<file path="config.mk">
export PLATFORM = sky130hd
export DESIGN_NAME = mc_ctrl_flat
export DESIGN_NICKNAME = d
export VERILOG_FILES = /design/src/rtl/mc_ctrl_if.sv /design/src/rtl/mc_ctrl.sv /design/src/flat_wrapper.sv
export SDC_FILE = /design/constraint.sdc
export NUM_CORES = 1
export LEC_CHECK = 0
export CORE_UTILIZATION = 35
export DETAILED_ROUTE_END_ITERATION = 12
export PLACE_DENSITY = 0.77
export SLEW_MARGIN = 20
export SYNTH_ARGS = -nofsm -noshare
export SYNTH_HDL_FRONTEND = slang
export SYNTH_SLANG_ARGS = --single-unit
export TNS_END_PERCENT = 20
</file>
<file path="constraint.sdc">
create_clock -name clk -period 2.2 [get_ports clk]
set_clock_uncertainty 0.2 [all_clocks]
set_input_delay 0.44 -clock clk [delete_from_list [all_inputs] [get_ports clk]]
set_output_delay 0.44 -clock clk [all_outputs]
set_load 0.05 [all_outputs]
</file>
<file path="src/rtl/mc_ctrl_if.sv">
// Controller <-> datapath bundle for the multi-cycle MIPS-subset control unit.
// master = controller side, slave = datapath side.
interface mc_ctrl_if #(
  parameter int ALUOP_W = 3
);
  logic [5:0]         op;
  logic [5:0]         func;
  logic               zero;
  logic               mem_ready;
  logic               pc_wr;
  logic               ir_wr;
  logic               memrd;
  logic               memwr;
  logic               regwr;
  logic               regdst;
  logic               alusrc;
  logic               memtoreg;
  logic               extop;
  logic [1:0]         pcsrc;
  logic [ALUOP_W-1:0] aluop;
  logic [2:0]         state;
  logic               retire;
  logic               illegal;

  modport master (
    input  op, func, zero, mem_ready,
    output pc_wr, ir_wr, memrd, memwr, regwr,
    output regdst, alusrc, memtoreg, extop,
    output pcsrc, aluop, state, retire, illegal
  );

  modport slave (
    output op, func, zero, mem_ready,
    input  pc_wr, ir_wr, memrd, memwr, regwr,
    input  regdst, alusrc, memtoreg, extop,
    input  pcsrc, aluop, state, retire, illegal
  );
endinterface

</file>
<file path="src/rtl/mc_ctrl.sv">
// Multi-cycle control FSM (FETCH/DECODE/EXEC/MEM/WB) for a small MIPS subset,
// with a sticky illegal-instruction flag and a per-instruction retire pulse.
module mc_ctrl #(
  parameter int ALUOP_W     = 3,
  parameter bit MEM_WAIT_EN = 1'b1
) (
  input  logic     clk,
  input  logic     rst,
  mc_ctrl_if.master bus
);

  typedef enum logic [2:0] {
    S_FETCH  = 3'd0,
    S_DECODE = 3'd1,
    S_EXEC   = 3'd2,
    S_MEM    = 3'd3,
    S_WB     = 3'd4
  } state_t;

  localparam logic [2:0] ALU_ADD = 3'd0;
  localparam logic [2:0] ALU_SUB = 3'd1;
  localparam logic [2:0] ALU_OR  = 3'd2;
  localparam logic [2:0] ALU_AND = 3'd3;
  localparam logic [2:0] ALU_SLT = 3'd4;

  localparam logic [5:0] OP_RTYPE = 6'b000000;
  localparam logic [5:0] OP_ORI   = 6'b001101;
  localparam logic [5:0] OP_ADDIU = 6'b001001;
  localparam logic [5:0] OP_LW    = 6'b100011;
  localparam logic [5:0] OP_SW    = 6'b101011;
  localparam logic [5:0] OP_BEQ   = 6'b000100;
  localparam logic [5:0] OP_J     = 6'b000010;

  state_t     state_q, state_d;
  logic       illegal_q, illegal_d;

  logic       is_r, is_ori, is_addiu, is_lw, is_sw, is_beq, is_j, legal;
  logic       r_ok;
  logic [2:0] r_alu;
  logic       rdy;

  logic       pc_wr_c, ir_wr_c, memrd_c, memwr_c, regwr_c, retire_c;
  logic [1:0] pcsrc_c;
  logic [2:0] aluop_c;

  assign rdy = MEM_WAIT_EN ? bus.mem_ready : 1'b1;

  always_comb begin
    r_ok  = 1'b1;
    r_alu = ALU_ADD;
    case (bus.func)
      6'b100001: r_alu = ALU_ADD;
      6'b100011: r_alu = ALU_SUB;
      6'b100100: r_alu = ALU_AND;
      6'b100101: r_alu = ALU_OR;
      6'b101010: r_alu = ALU_SLT;
      default:   r_ok  = 1'b0;
    endcase
  end

  assign is_r     = (bus.op == OP_RTYPE) && r_ok;
  assign is_ori   = (bus.op == OP_ORI);
  assign is_addiu = (bus.op == OP_ADDIU);
  assign is_lw    = (bus.op == OP_LW);
  assign is_sw    = (bus.op == OP_SW);
  assign is_beq   = (bus.op == OP_BEQ);
  assign is_j     = (bus.op == OP_J);
  assign legal    = is_r | is_ori | is_addiu | is_lw | is_sw | is_beq | is_j;

  always_ff @(posedge clk or posedge rst) begin
    if (rst) begin
      state_q   <= S_FETCH;
      illegal_q <= 1'b0;
    end else begin
      state_q   <= state_d;
      illegal_q <= illegal_d;
    end
  end

  always_comb begin
    state_d   = S_FETCH;
    illegal_d = illegal_q;
    pc_wr_c   = 1'b0;
    ir_wr_c   = 1'b0;
    memrd_c   = 1'b0;
    memwr_c   = 1'b0;
    regwr_c   = 1'b0;
    retire_c  = 1'b0;
    pcsrc_c   = 2'b00;
    aluop_c   = ALU_ADD;
    case (state_q)
      S_FETCH: begin
        memrd_c = 1'b1;
        if (rdy) begin
          ir_wr_c = 1'b1;
          pc_wr_c = 1'b1;
          state_d = S_DECODE;
        end else begin
          state_d = S_FETCH;
        end
      end
      S_DECODE: begin
        if (legal) state_d = S_EXEC;
        else       illegal_d = 1'b1;
      end
      S_EXEC: begin
        if (is_r) begin
          aluop_c = r_alu;
          state_d = S_WB;
        end else if (is_ori) begin
          aluop_c = ALU_OR;
          state_d = S_WB;
        end else if (is_addiu) begin
          state_d = S_WB;
        end else if (is_lw || is_sw) begin
          state_d = S_MEM;
        end else if (is_beq) begin
          aluop_c  = ALU_SUB;
          pcsrc_c  = 2'b01;
          pc_wr_c  = bus.zero;
          retire_c = 1'b1;
        end else if (is_j) begin
          pcsrc_c  = 2'b10;
          pc_wr_c  = 1'b1;
          retire_c = 1'b1;
        end
      end
      S_MEM: begin
        // Strobe stays up for every wait cycle until memory accepts it.
        if (is_lw) begin
          memrd_c = 1'b1;
          state_d = rdy ? S_WB : S_MEM;
        end else if (is_sw) begin
          memwr_c  = 1'b1;
          retire_c = rdy;
          state_d  = rdy ? S_FETCH : S_MEM;
        end
      end
      S_WB: begin
        regwr_c  = 1'b1;
        retire_c = 1'b1;
      end
      default: state_d = S_FETCH;
    endcase
  end

  // Reset masks strobes combinationally so they drop without a clock edge.
  assign bus.pc_wr    = pc_wr_c  & ~rst;
  assign bus.ir_wr    = ir_wr_c  & ~rst;
  assign bus.memrd    = memrd_c  & ~rst;
  assign bus.memwr    = memwr_c  & ~rst;
  assign bus.regwr    = regwr_c  & ~rst;
  assign bus.retire   = retire_c & ~rst;
  assign bus.pcsrc    = pcsrc_c;
  assign bus.aluop    = ALUOP_W'(aluop_c);
  assign bus.regdst   = is_r;
  assign bus.alusrc   = is_ori | is_addiu | is_lw | is_sw;
  assign bus.memtoreg = is_lw;
  assign bus.extop    = is_addiu | is_lw | is_sw;
  assign bus.state    = state_q;
  assign bus.illegal  = illegal_q;

endmodule

</file>
<file path="src/flat_wrapper.sv">
// flat-port wrapper written by rule: the top's interface ports become plain ports
module mc_ctrl_flat 
#(
  parameter int ALUOP_W     = 3,
  parameter bit MEM_WAIT_EN = 1'b1
)
  (clk, rst, bus_op, bus_func, bus_zero, bus_mem_ready, bus_pc_wr, bus_ir_wr, bus_memrd, bus_memwr, bus_regwr, bus_regdst, bus_alusrc, bus_memtoreg, bus_extop, bus_pcsrc, bus_aluop, bus_state, bus_retire, bus_illegal);
  mc_ctrl_if #(.ALUOP_W(ALUOP_W)) bus_i ();
  input  logic clk;
  input  logic rst;
  input wire logic [$bits(bus_i.op)-1:0] bus_op;
  input wire logic [$bits(bus_i.func)-1:0] bus_func;
  input wire logic [$bits(bus_i.zero)-1:0] bus_zero;
  input wire logic [$bits(bus_i.mem_ready)-1:0] bus_mem_ready;
  output wire logic [$bits(bus_i.pc_wr)-1:0] bus_pc_wr;
  output wire logic [$bits(bus_i.ir_wr)-1:0] bus_ir_wr;
  output wire logic [$bits(bus_i.memrd)-1:0] bus_memrd;
  output wire logic [$bits(bus_i.memwr)-1:0] bus_memwr;
  output wire logic [$bits(bus_i.regwr)-1:0] bus_regwr;
  output wire logic [$bits(bus_i.regdst)-1:0] bus_regdst;
  output wire logic [$bits(bus_i.alusrc)-1:0] bus_alusrc;
  output wire logic [$bits(bus_i.memtoreg)-1:0] bus_memtoreg;
  output wire logic [$bits(bus_i.extop)-1:0] bus_extop;
  output wire logic [$bits(bus_i.pcsrc)-1:0] bus_pcsrc;
  output wire logic [$bits(bus_i.aluop)-1:0] bus_aluop;
  output wire logic [$bits(bus_i.state)-1:0] bus_state;
  output wire logic [$bits(bus_i.retire)-1:0] bus_retire;
  output wire logic [$bits(bus_i.illegal)-1:0] bus_illegal;
  assign bus_i.op = bus_op;
  assign bus_i.func = bus_func;
  assign bus_i.zero = bus_zero;
  assign bus_i.mem_ready = bus_mem_ready;
  assign bus_pc_wr = bus_i.pc_wr;
  assign bus_ir_wr = bus_i.ir_wr;
  assign bus_memrd = bus_i.memrd;
  assign bus_memwr = bus_i.memwr;
  assign bus_regwr = bus_i.regwr;
  assign bus_regdst = bus_i.regdst;
  assign bus_alusrc = bus_i.alusrc;
  assign bus_memtoreg = bus_i.memtoreg;
  assign bus_extop = bus_i.extop;
  assign bus_pcsrc = bus_i.pcsrc;
  assign bus_aluop = bus_i.aluop;
  assign bus_state = bus_i.state;
  assign bus_retire = bus_i.retire;
  assign bus_illegal = bus_i.illegal;
  mc_ctrl #(.ALUOP_W(ALUOP_W), .MEM_WAIT_EN(MEM_WAIT_EN)) u_core (.clk(clk), .rst(rst), .bus(bus_i));
endmodule
</file>
* Word level (Yosys, flattened, before mapping) *
Cells that the tools add are included.

storage, ports and cells
  bits in registers = 4
  bits in latches = 0
  output and inout bits = 19
  bits in writable memories = 0
  memory bits (read-only) = 0
  word-level logic and storage cells = 91
  memories kept = 0
  input port bits = 16

cells by class
  add/subtract/negate cells = 0
  bitwise gates (word level) = 19
  reductions and logical operators = 6
  $lt $le $gt $ge = 0
  multiply operators = 0
  muxes and demuxes = 49
  divide/modulo/power cells = 0
  equality and inequality tests = 15
  shift-type cells = 0

operators by type and width
  cell                                           count
  == test 6 bit, second input constant           7
  two-way mux 3 bit                              11
  case mux 3 bit (4 select lines)                2
  two-way mux 1 bit                              23
  two-way mux 2 bit                              10
  == test 6 x 4 -> 1 bit, second input constant  2
  OR 1 bit                                       11
  bitwise AND 1 bit                              6
  == test 3 x 2 -> 1 bit, second input constant  2
  == test 6 x 2 -> 1 bit, second input constant  1
  == test 6 x 3 -> 1 bit, second input constant  1
  logical NOT 6 bit                              1
  OR reduction 5 bit                             1
  case mux 1 bit (2 select lines)                2
  == test 3 x 1 -> 1 bit, second input constant  1
  == test 3 bit, second input constant           1
  logical NOT 3 bit                              1
  case mux 1 bit (3 select lines)                1
  inverter 1 bit                                 2
  AND reduction 2 bit                            1
  logical AND 1 bit                              1
  logical OR 1 bit                               1

* Depth between registers and ports, before layout *
  depth after elaboration = 12
  depth in mapped cells = 6
  mapped depth without buffers = 5

* Worst setup path before layout *
No wires, ideal clock.

  path kind = flip-flop to output port
  start point = register u_core.state_q[1] (netlist: u_core.bus.state[1])
  end point = output bus_ir_wr
  path buffers = 0
  setup slack = -737 ps
  arrival time = 2297 ps
  data required time = 1560 ps
  stages on the path, launching flop included = 3
  cells stage by stage = dfrtp_1 nand2b_1 nor4_1

between the ends
  word-level cells in the longest chain between the ends = 3

RTL lines
  item                    line                RTL
  start, declared         mc_ctrl.sv:34       state_t state_q, state_d;
  start signal, assigned  mc_ctrl.sv:75       state_q <= state_d;
  logical NOT 3 bit       mc_ctrl.sv:91       case (state_q)
  two-way mux 1 bit       mc_ctrl.sv:91
  bitwise AND 1 bit       mc_ctrl.sv:149      assign bus.ir_wr = ir_wr_c & ~rst;
  end, declared           flat_wrapper.sv:16  output wire logic [$bits(bus_i.ir_wr)-1:0] bus_ir_wr;

No other way between the ends.

* Final worst setup path *
  start point = input bus_op[3]
  end point = output bus_retire

between the ends
  word-level cells in the longest chain between the ends = 9
  elaborated cells between the ends (all ways) = 19
  those cells by class = eq/ne (6); mux (9); bitwise (1); reduce/logical (3)

RTL lines
  item                               line                RTL
  start, declared                    flat_wrapper.sv:11  input wire logic [$bits(bus_i.op)-1:0] bus_op;
  == test 6 x 2 -> 1 bit             mc_ctrl.sv:67       assign is_j = (bus.op == OP_J);
  two-way mux 1 bit                  mc_ctrl.sv:122      end else if (is_j) begin
  two-way mux 1 bit                  mc_ctrl.sv:117      end else if (is_beq) begin
  two-way mux 1 bit                  mc_ctrl.sv:115      end else if (is_lw || is_sw) begin
  two-way mux 1 bit                  mc_ctrl.sv:113      end else if (is_addiu) begin
  two-way mux 1 bit                  mc_ctrl.sv:110      end else if (is_ori) begin
  two-way mux 1 bit                  mc_ctrl.sv:107      if (is_r) begin
  case mux 1 bit (3 select lines) *  mc_ctrl.sv:91
  bitwise AND 1 bit *                mc_ctrl.sv:153      assign bus.retire = retire_c & ~rst;
  end, declared                      flat_wrapper.sv:27  output wire logic [$bits(bus_i.retire)-1:0] bus_retire;

Every way passes the cells marked *; elsewhere a longest branch is shown, timed or not.

==> flow_summary.yaml <==
logic_synthesis:
  yosysTopAreaCell: "dfrtp_1"
  synth_top_family_by_area: "simple AND/OR/NAND/NOR gates"
  yosys-mux-area-fraction: 0
  synth_top_area_share: 0.1778
  yosysSeqAreaShare: 0.1778
  syn_inst: 78
  synth_compound_gate_area_share: 0.2022
  synth_xor_xnor_area_share: 0.01556
  synth_seq_cells: 4
  synth-simple-area-share: 0.5667
  synth-main-ff-cell: "dfrtp_1"
  synth_commonest_cells: "8 x nand2_1, 8 x nor2_1, 5 x nand2b_1"
  syn_area_per_cell_um2: 7.218
  syn_nets: 94
  async_flop_share: 1.000
  synth-edff-count: 0
  synth.distinct_cells: 37
  synthAdderAreaFrac: 0
  synth.cell_area_um2: 563.0
  synth_area_leaders: "dfrtp_1 18%, nand2b_1 5.6%, nand2_1 5.3%"
  yosys_warnings: 0
setup_path:
  critPathMaxStageDelay_ns: 0.31
  rr_endpoint: "u_core.bus.illegal"
  arrival_ns: 1.67
  critPathLaunch: "bus_op[3]"
  r2r_start: "u_core.bus.state[0]"
  reg2reg_slack_ns: 0.34
  required_ns: 1.56
  slowest_stage: "nor4_4"
  crit_type: "input port to output pin"
  cp_top_family: "buffers and inverters"
  crit_chain: "buf_8 > nor4_4 > buf_4 > a31oi_1 > o31ai_4 > buf_12"
  crit_fanout: 3
  start_kind: "input port"
  crit_buf_inv: 3
  r2r_cells: 3
  crit_path_end_kind: "output pin"
grt:
  antenna_found_initial: 0
  gr-usage-all-layers: 0.3458
  grt_pass1_wl_um: 4540
  grt_pass1_vias: 953
  grt_max_degree: 10
  overflow: 0
sta:
  hold_ws_ns: 0.1702
  fin_crit_sh: 1.052
  relSlewSlack: 0.6597
  max_freq_ghz: 0.4323
  finalHoldViolCount: 0
  worst_slack_ns: -0.1133
  drv_slew: 0
  period_minus_slack_ns: 2.313
  rsz0062_at_grt: "yes"
  setup_violations: 7
  tightest_slew_ns: 0.5088
pwr:
  p_leak_nw: 0.6503
  p_per_area_nw_per_um2: 268.8
  ir_drop_v: 0.0001905
die:
  die_w_um: 42.11
  ios: 35
  row_count: 14
  start_util: 0.3738
  die_y_um: 42.11
  core_um2: 1506
  dieArea_um2: 1773
drt:
  route.vias.total: 1002
  wire_per_inst_um: 23.05
  drt_wl_total_um: 3573
  route.detailed.drc: 0
  ant_nets: 0
  routed_via_density: 6.465
  drt_iter0_drc: 58
  dr.pass1.iters: 4
cts:
  path_clk_slew_ns: 0.05
  root_buffer: "clkbuf_4"
  cts_tree: "yes"
  htree_levels: 1
  cts.sink_count: 4
  cts_hold_buf: 0
  clock_path_buffers: 2
  clock_latency_ns: 0.24
  cts_buffers: 3
cells_and_area:
  fin_nets: 156
  instances_no_fill: 155
  diodes: 0
  area.growth.synth_to_final_pct: 153.8
  regArea_um2: 101.3
  fillCellCount: 39
  multi_input_area_um2: 580.6
  drive_gt1_frac: 0.5755
job:
  drv_cap: 0
placed_design:
  io_buffer_count: 34
  dp_hpwl_um: 1778
  gp_congestion: 0.7894
  placedCellCount: 145
outcome:
  outcome: "complete, but fails checks"
  violations: "negative setup slack"
min_path:
  hp-class: "input port to asynchronous set/reset pin"
-- how the worst max path moves through the flow --
stage,slack (ns),to,depth (start not counted)
3_3_place_gp,-0.53,bus_aluop[1],7
6_report,-0.11,bus_retire,6
4_1_cts,-0.05,bus_memrd,6
2_1_floorplan,-0.36,bus_aluop[1],6
5_1_grt,-0.12,bus_aluop[0],7
3_5_place_dp,-0.62,bus_aluop[1],7
-- cells in the final DEF, fill, tap and decap left out, types with 2 or more instances in the layout --
cell	n
a21oi_1	4
a31oi_1	3
and3_1	2
buf_12	16
buf_2	2
buf_4	26
buf_6	2
buf_8	3
clkbuf_4	3
clkdlybuf4s50_1	3
dfrtp_1	3
dlygate4sd2_1	5
inv_1	3
nand2_1	6
nand2_2	2
nand2b_1	4
nand2b_4	3
nand3b_1	2
nor2_1	5
nor2_2	2
nor2b_4	3
nor3_2	2
nor4_4	2
o21ai_1	2
or2_2	2
-- final cells by class --
type,count,share of cell area
Sequential cell,4,0.07093
Inverter,3,0.007881
Multi-Input combinational cell,69,0.4063
Tap cell,16,0.01401
Clock buffer,4,0.01839
Timing Repair Buffer,59,0.4825
-- metal layers --
layer | routed length (um) | GRT usage
met1 | 1151 | 0.3553
met2 | 1815 | 0.6250
met3 | 307 | 0.06034
met4 | 298 | 0.2438
met5 | 0 | 0
-- state kept, by name, indices dropped and copies added, names as in the netlist --
register            flops
u_core.bus.state        3
u_core.bus.illegal      1
-- report_power, final --
part | internal, mW | switching, mW | total (mW) | leakage, nW
registers | 0.0758 | 0.00318 | 0.0790 | 0.0472
logic | 0.0924 | 0.101 | 0.194 | 0.588
clock network | 0.0689 | 0.0426 | 0.111 | 0.0150
-- logic make-up (layout without fill, tap and decap cells) --
family / count (synthesis) / in the layout
buf+inv: 5 / 66
compound gates: 18 / 18
simple gates: 50 / 50
flops: 4 / 4
xor+xnor: 1 / 1
-- stage by stage --
stage	utilization	TNS [ns]	total power [mW]	instance area (um2)	setup slack (ns)
2_1_floorplan	-	-1.843	0.1480	594.3	-0.3559
6_report	0.9485	-0.3937	0.3840	1429	-0.1133
3_5_place_dp	0.8181	-6.433	0.2380	1232	-0.6234
5_1_grt	0.9485	-0.7082	0.3957	1429	-0.1168
4_1_cts	0.9003	-0.09737	0.3558	1356	-0.05042
3_3_place_gp	0.8181	-5.657	0.2336	1232	-0.5273
-- worst reg2reg max path, stage by stage, from the launching register on --
cell,delay [ns]
dfrtp_1,0.44
buf_4,0.23
or3b_2,0.51
o31ai_1,0.35
-- repair_timing --
item / CTS / global route
resized for setup: 65 / 9
cloned: 0 / 0
endpoints found under the hold margin: 0 / 0
pin swaps: 11 / 7
buffers inserted: 4 / 2
endpoints found under the setup margin: 14 / 9
Power figures use the tool's default switching activity.
